$ cat src/rtl/arb_pkg.sv
// Shared types and helpers for the round-robin bus arbiter.
package arb_pkg;

  // Arbiter FSM: waiting for a request, or holding a grant.
  typedef enum logic [0:0] {
    StIdle  = 1'b0,
    StGrant = 1'b1
  } arb_state_e;

  // Width of a requester index for a requester count w.
  function automatic int unsigned idx_width(input int unsigned w);
    return $clog2(w);
  endfunction

endpackage

$ cat src/rtl/rr_pick.sv
// Rotating priority search: first set bit of req starting just after last_id.
module rr_pick
  import arb_pkg::*;
#(
  parameter int unsigned W = 4
) (
  input  logic [W-1:0]         req,
  input  logic [$clog2(W)-1:0] last_id,
  output logic                 found,
  output logic [$clog2(W)-1:0] index
);

  localparam int unsigned IW = idx_width(W);

  // W is a power of two, so index arithmetic wraps naturally in IW bits.
  always_comb begin
    logic [IW-1:0] cand;
    found = 1'b0;
    index = '0;
    cand  = '0;
    for (int unsigned k = 1; k <= W; k++) begin
      cand = last_id + IW'(k);
      if (!found && req[cand]) begin
        found = 1'b1;
        index = cand;
      end
    end
  end

endmodule

$ cat src/rtl/team_dmux.sv
// Shared library demux: routes valid/data to slice (W-1-sel); other slices are 0.
module team_dmux #(
  parameter int unsigned W = 4,
  parameter int unsigned N = 16
) (
  input  logic                 valid_i,
  input  logic [N-1:0]         din_i,
  input  logic [$clog2(W)-1:0] sel_i,
  output logic [W-1:0]         valid_o,
  output logic [W*N-1:0]       dout_o
);

  // Reverse-ordered slice routing.
  always_comb begin
    valid_o = '0;
    dout_o  = '0;
    for (int unsigned i = 0; i < W; i++) begin
      if (sel_i == $clog2(W)'(W - 1 - i)) begin
        valid_o[i]       = valid_i;
        dout_o[i*N +: N] = din_i;
      end
    end
  end

endmodule

$ cat src/rtl/team_mux.sv
// Shared library mux: dout is slice (W-1-sel) of the packed input vector.
module team_mux #(
  parameter int unsigned W = 4,
  parameter int unsigned N = 16
) (
  input  logic [W*N-1:0]       din_i,
  input  logic [$clog2(W)-1:0] sel_i,
  output logic [N-1:0]         dout_o
);

  // Reverse-ordered slice select.
  always_comb begin
    dout_o = '0;
    for (int unsigned i = 0; i < W; i++) begin
      if (sel_i == $clog2(W)'(W - 1 - i)) begin
        dout_o = din_i[i*N +: N];
      end
    end
  end

endmodule

$ cat src/rtl/rr_bus_arbiter.sv
// Round-robin arbiter granting W requesters onto one shared bus, with a
// combinational response router back to the requesters.
// Optional: define ARB_BURST_LIMIT_EN to cap each grant at MAX_BURST beats.
module rr_bus_arbiter
  import arb_pkg::*;
#(
  parameter int unsigned W         = 4,
  parameter int unsigned N         = 16,
  parameter int unsigned MAX_BURST = 4
) (
  input  logic                 clk,
  input  logic                 rst_n,
  input  logic [W-1:0]         req,
  input  logic [W*N-1:0]       req_data,
  output logic [W-1:0]         req_ready,
  output logic                 bus_valid,
  output logic [N-1:0]         bus_data,
  output logic [$clog2(W)-1:0] bus_id,
  input  logic                 bus_ready,
  input  logic                 rsp_valid,
  input  logic [$clog2(W)-1:0] rsp_id,
  input  logic [N-1:0]         rsp_data,
  output logic [W-1:0]         req_rsp_valid,
  output logic [W*N-1:0]       req_rsp_data
);

  localparam int unsigned IW = idx_width(W);

  arb_state_e    state_q, state_d;
  logic [IW-1:0] gnt_id_q, gnt_id_d;
  logic [IW-1:0] last_id_q, last_id_d;
  logic          pick_found;
  logic [IW-1:0] pick_id;
  logic [IW-1:0] mux_sel;
  logic [IW-1:0] dmux_sel;
  logic [N-1:0]  mux_data;
  logic          xfer;

  rr_pick #(
    .W(W)
  ) u_pick (
    .req    (req),
    .last_id(last_id_q),
    .found  (pick_found),
    .index  (pick_id)
  );

  // Library blocks select slice W-1-sel, so pre-invert to get slice i for index i.
  assign mux_sel  = IW'(W - 1) - gnt_id_q;
  assign dmux_sel = IW'(W - 1) - rsp_id;

  team_mux #(
    .W(W),
    .N(N)
  ) u_mux (
    .din_i (req_data),
    .sel_i (mux_sel),
    .dout_o(mux_data)
  );

  team_dmux #(
    .W(W),
    .N(N)
  ) u_dmux (
    .valid_i(rsp_valid),
    .din_i  (rsp_data),
    .sel_i  (dmux_sel),
    .valid_o(req_rsp_valid),
    .dout_o (req_rsp_data)
  );

  // Bus-side outputs; all handshake outputs stay quiet outside GRANT.
  always_comb begin
    bus_valid = (state_q == StGrant) && req[gnt_id_q];
    bus_id    = (state_q == StGrant) ? gnt_id_q : '0;
    bus_data  = mux_data;
    xfer      = bus_valid && bus_ready;
    req_ready = xfer ? (W'(1) << gnt_id_q) : '0;
  end

`ifdef ARB_BURST_LIMIT_EN
  localparam int unsigned CW = (MAX_BURST > 1) ? $clog2(MAX_BURST) : 1;

  logic [CW-1:0] beat_cnt_q, beat_cnt_d;
  logic          burst_done;

  assign burst_done = xfer && (beat_cnt_q == CW'(MAX_BURST - 1));
`else
  logic burst_done;
  logic unused_max_burst;

  assign burst_done       = 1'b0;
  assign unused_max_burst = ^MAX_BURST;
`endif

  // Next-state: pick in IDLE, release when the holder drops or the burst cap hits.
  always_comb begin
    state_d   = state_q;
    gnt_id_d  = gnt_id_q;
    last_id_d = last_id_q;
    unique case (state_q)
      StIdle: begin
        if (pick_found) begin
          state_d  = StGrant;
          gnt_id_d = pick_id;
        end
      end
      StGrant: begin
        if (!req[gnt_id_q] || burst_done) begin
          state_d   = StIdle;
          last_id_d = gnt_id_q;
        end
      end
      default: state_d = StIdle;
    endcase
  end

  // FSM and grant bookkeeping; last_id resets to W-1 so the first search starts at 0.
  always_ff @(posedge clk) begin
    if (!rst_n) begin
      state_q   <= StIdle;
      gnt_id_q  <= '0;
      last_id_q <= IW'(W - 1);
    end else begin
      state_q   <= state_d;
      gnt_id_q  <= gnt_id_d;
      last_id_q <= last_id_d;
    end
  end

`ifdef ARB_BURST_LIMIT_EN
  // Beat counter: counts transfers within a grant, cleared whenever the FSM returns to IDLE.
  always_comb begin
    beat_cnt_d = beat_cnt_q;
    if (state_d == StIdle) begin
      beat_cnt_d = '0;
    end else if (xfer) begin
      beat_cnt_d = beat_cnt_q + CW'(1);
    end
  end

  // Beat counter register.
  always_ff @(posedge clk) begin
    if (!rst_n) begin
      beat_cnt_q <= '0;
    end else begin
      beat_cnt_q <= beat_cnt_d;
    end
  end
`endif

endmodule

$ cat config.mk
export PLATFORM = sky130hd
export DESIGN_NAME = rr_bus_arbiter
export DESIGN_NICKNAME = d
export VERILOG_FILES = /design/src/rtl/arb_pkg.sv /design/src/rtl/rr_pick.sv /design/src/rtl/team_dmux.sv /design/src/rtl/team_mux.sv /design/src/rtl/rr_bus_arbiter.sv
export SDC_FILE = /design/constraint.sdc
export NUM_CORES = 1
export LEC_CHECK = 0
export ABC_AREA = 1
export CORE_UTILIZATION = 30
export DETAILED_ROUTE_END_ITERATION = 8
export PLACE_DENSITY = 0.88
export SLEW_MARGIN = 15
export SYNTH_ARGS = -nofsm -noshare
export SYNTH_HDL_FRONTEND = slang
export SYNTH_HIERARCHICAL = 1
export SYNTH_SLANG_ARGS = --single-unit
$ cat constraint.sdc
create_clock -name clk -period 3.6 [get_ports clk]
set_input_delay 0.36 -clock clk [delete_from_list [all_inputs] [get_ports clk]]
set_output_delay 0.36 -clock clk [all_outputs]
set_load 0.005 [all_outputs]
; ---- Word-level counts from Yosys, hierarchy flattened
; Cells that the tools add are included.
[classes]
mux = 35
n_lt_le_gt_ge = 5
eq_ne = 6
reduce_logical = 12
shift = 1
bitwise = 2
add_sub_neg = 5
[op_table]
columns = op, count
row1 = $mux 16, 8
row2 = $lt 2x3->1 const B, 5
row3 = $mux 1, 15
row4 = $bmux 1 s2, 5
row5 = $mux 2, 5
row6 = $eq 2x2->1 const B, 4
row7 = $logic_and 1x1->1, 5
row8 = $add 2x2->2 const B, 2
row9 = $eq 2x1->1 const B, 2
row10 = $logic_not 2->1, 2
row11 = $mux 4, 1
row12 = $reduce_and 2->1, 2
row13 = $shl 1x2->4 const A, 1
row14 = $sub 2x2->2 const A, 2
row15 = $logic_not 1->1, 3
row16 = $add 2x1->2 const B, 1
row17 = $not 1->1, 2
row18 = $pmux 1 s2, 1
[word_totals]
out_inout_bits = 91
regBits = 5
inputBits = 90

; ---- Logic depth before layout (Yosys ltp)
[depth]
depth_word = 15
mapped_depth = 11
ltp_nobuf = 10

; ---- By module
; The synthesis kept the hierarchy.
[by_module_without_submodules]
columns = mod, area_per_inst_um2, n_inst, cells_each, seq_area_each_um2
row1 = team_mux, 534.3, 1, 94, 0.0
row2 = team_dmux, 396.6, 1, 95, 0.0
row3 = rr_bus_arbiter, 339.1, 1, 52, 100.1
row4 = rr_pick, 290.3, 1, 49, 0.0

; ---- Worst setup path before layout
; OpenSTA, ideal clock, no wires.
[synth_timing]
path_type = reg-to-output
start = register gnt_id_q[1]
end = output bus_data[10]
arrival_time_ps = 1079
required_time_ps = 3240
path_stages_with_launch = 7
slack_ps = 2161
path_buffers = 2
path_cell_list = dfxtp_1 > inv_1 > buf_6 > nor2_8 > buf_6 > nand2_1 > nand4_1
[synth_between]
elab_chain_cells = 6
word_cells_on_any_way = 9
cone_classes = 1 x add/sub / 3 x eq/ne / 4 x mux / 1 x reduce/logical
[synth_lines]
columns = element, line_no
row1 = start: declaration, rr_bus_arbiter.sv:30  ; logic [IW-1:0] gnt_id_q, gnt_id_d;
row2 = start signal: assignment, rr_bus_arbiter.sv:126  ; gnt_id_q <= gnt_id_d;
row3 = $sub 2x2->2 *, rr_bus_arbiter.sv:49  ; assign mux_sel = IW'(W - 1) - gnt_id_q;
row4 = via mux_sel[1], rr_bus_arbiter.sv:34  ; logic [IW-1:0] mux_sel;
row5 = $eq 2x2->1, team_mux.sv:15  ; if (sel_i == $clog2(W)'(W - 1 - i)) begin
row6 = $mux 16 (3 in a row), team_mux.sv:15
row7 = $mux 16 *, team_mux.sv:15
row8 = end: declaration, rr_bus_arbiter.sv:17  ; output logic [N-1:0] bus_data,
; Mark *: on every way through the listed nets, which the timed path passes. The rest lies on a longest branch.

; ---- Final worst setup path
[layout_timing]
start = register gnt_id_q[1]
end = output bus_data[6]
; The elaborated chain is that of the path after synthesis.

==> results.md <==
- Status: finished clean
- Final instance area: 3341 um2
- # Max-Cap Violations: 0
- Total clock sinks: 5
- Synthesized Nets: 380
- Sw frac: 0.4842
- Fillers: 396
- Hold_sp: last_id_q[1]$_SDFFE_PN1P_
- Yosys Warn Count: 6
- Worst-Margin Slew: 934.2 ps
- Storage cell area: 100.1 um2
- Worst-path fanout max: 29
- Critical R2R Capture: gnt_id_q[1]$_SDFFE_PN0P_
- PortBufs: 180
- Fin cells: 526
- Vias in the first global route: 2182
- Count leader, synth: nor2_1
- CP startpoint: gnt_id_q[1]$_SDFFE_PN0P_
- Sequential area share after synthesis: 0.06415
- Post-synth cell types: 22
- Final Max Slew Viols: 0
- Hold Buf Count CTS: 0
- PostCTS Resize Cnt: 0
- PD cells: 417.0 nW/um2
- TNS Setup: 0 ps
- Drc violations: 0
- Worst Reg-to-Reg Cells: 10
- Row count: 25
- Predominant post-synthesis flop cell: dfxtp_1
- Leak pwr: 1.468 nW
- CTS Buffer Depth: 2
- Slew HR: 0.3765
- TritonRoute pass-1 iters: 4
- I/O pin cnt: 181
- RSZ-0062 raised after global routing: false
- CTS clk-pin slew, worst paths: 40 ps
- Post-Syn Area: 1560 um2
- Int Pwr: 0.7186 mW
- Critical Path AT: 2420 ps
- Post-Place Worst Slack: 1075 ps
- Hpwl dp: 6484 um
- Die span in x: 74.12 um
- Met3 wire len: 1031 um
- H-Tree Depth: 1
- Synth area leader: nand3_1
- HP Class: reg2reg
- Synth top cells by count: 73 x nor2_1, 56 x nand3_1, 47 x nand2_1, 30 x inv_1, 20 x nand4_1
- Peak VDD IR: 0.3595 mV
- First-pass GRT wire length: 10860 um
- Aggregate global routing overflow: 0
- Top cell type's share of synthesized area: 0.1796
- Vias/cell: 4.827
- Die outline height: 74.12 um
- Nets: 550
- Initial antenna violation count: 0
- CP Launch Type: flip-flop
- Placed Area: 3296 um2
- Fin worst setup slack: 823.1 ps
- Achievable frequency: 360.1 MHz
- Final ANT Viol Nets: 0
- R2r setup slk: 1880 ps
- Fin Clk Skew: 3.411 ps
- Largest net degree at the start of global routing: 40
- Part of the power in combinational logic: 0.836
- Post-CTS Setup Inserts: 0
- Initial core utilization: 0.3218
- Antenna Cells: 0
- Root Driver: clkbuf_8
- Routed via count: 2539
- Routed length per instance: 14.91 um
- Die footprint: 5493 um2
- Final setup vio count: 0
- Core Area: 4848 um2
- GRT Util Overall: 0.2563
- #FFs+latches synth: 5
- Max Used Layer: met4
- Met1 wire length: 2765 um
- WS Path Type: reg2out
- EDFF count, synth: 0
- Layout cells sized above 1: 0.08497
- Final hold vios: 0
- Endpoint class of the critical path: output pin
- Area of the multi-input gates: 1161 um2
- Reg power frac: 0.091
- Cells after Synth: 290
- Worst-skew pair later-pin latency: 220 ps
- Psw: 0.6745 mW
- Num CTS Buffers: 3
- Dpl cells: 522
- Area contributors post-synth: nand3_1 18%, nor2_1 18%, nand2_1 11%
- Placer Congestion: 0.8157
- WHS Endpoint: last_id_q[1]$_SDFFE_PN1P_
- Initial DRC count: 89
- Period utilization: 0.7714
- CP Data Required Time: 3240 ps
- Worst reg2reg startpoint: last_id_q[0]$_SDFFE_PN1P_
- Clock Power Share: 0.073
- Area Growth Syn to Fin: 114.1%
- Syn_area_per_cell: 5.380 um2
- Total Routed Length: 7841 um
- Final Critical Period: 2777 ps
- Detailed route wirelength on metal2: 3860 um
- TritonCTS clock tree: done
- Ys async rst share: 0
- Min-Delay Path Depth: 2
[layout by cell type (no fill, tap or decap), drive strengths merged, types with 2 or more instances in the layout]
cell type	synthesis	final
clkdlybuf4s50	0	180
dfxtp	5	5
clkbuf	1	4
nand3	57	57
inv	35	35
nand4	20	20
a21oi	5	5
o21ai	2	2
nor2	75	75
nand2	73	73
[power by group through the flow]
stage	clock (mW)	combinational (mW)	sequential [mW]
final	0.101	1.17	0.126
after global routing	0.107	1.26	0.131
after CTS	0.104	1.16	0.126
after detailed placement	0	1.15	0.127
after global placement	0	1.13	0.124
after floorplan	0	0.727	0.107
[worst max-delay path, stage by stage, from the launching register on]
cell and delay, ps:
dfxtp_1 430, inv_1 450, buf_4 370, nor2_8 250
nand2_1 80, nand4_1 100, clkdlybuf4s50_1 510
[through the flow]
stage,hold slack [ps],power [mW],util
3_3_place_gp,556.6,1.256,0.6797
3_5_place_dp,580.6,1.281,0.6797
4_1_cts,585.3,1.386,0.6890
6_report,579.1,1.393,0.6890
5_1_grt,628.0,1.503,0.6890
2_1_floorplan,443.4,0.8345,-
[kinds of logic after synthesis]
logic type / after synthesis / synth area share
AO/OA/AOI/OAI: 8 / 0.02967
buffers and inverters: 51 / 0.1917
flip-flops: 5 / 0.06416
AND/OR/NAND/NOR: 226 / 0.7145
[sequential cells by signal, summed over array words and instances (netlist names)]
| name | cells |
|---|---|
| state_q | 1 |
| gnt_id_q | 2 |
| last_id_q | 2 |
[layer usage]
layer / up-vias / global-route usage
met5: - / 0
met4: 0 / 0.06838
met3: 16 / 0.1016
met2: 142 / 0.4566
met1: 1111 / 0.2818
li1: 1270 / -
[final cells by class]
cell class	instances	area share
Clock buffer	4	0.01348
Inverter	35	0.04232
Multi-Input combinational cell	234	0.3476
Tap cell	67	0.02509
Timing Repair Buffer	181	0.5416
Sequential cell	5	0.02996
[how the worst max path moves through the flow]
stage                         to  slack [ps]  cells past startpoint
finish               bus_data[6]         820                      6
floorplan           bus_data[10]        2160                      6
global placement     bus_data[6]        1150                      6
detailed placement   bus_data[6]        1080                      6
global route         bus_data[6]         680                      6
CTS                  bus_data[6]         850                      6
Power figures use the tool's default switching activity.
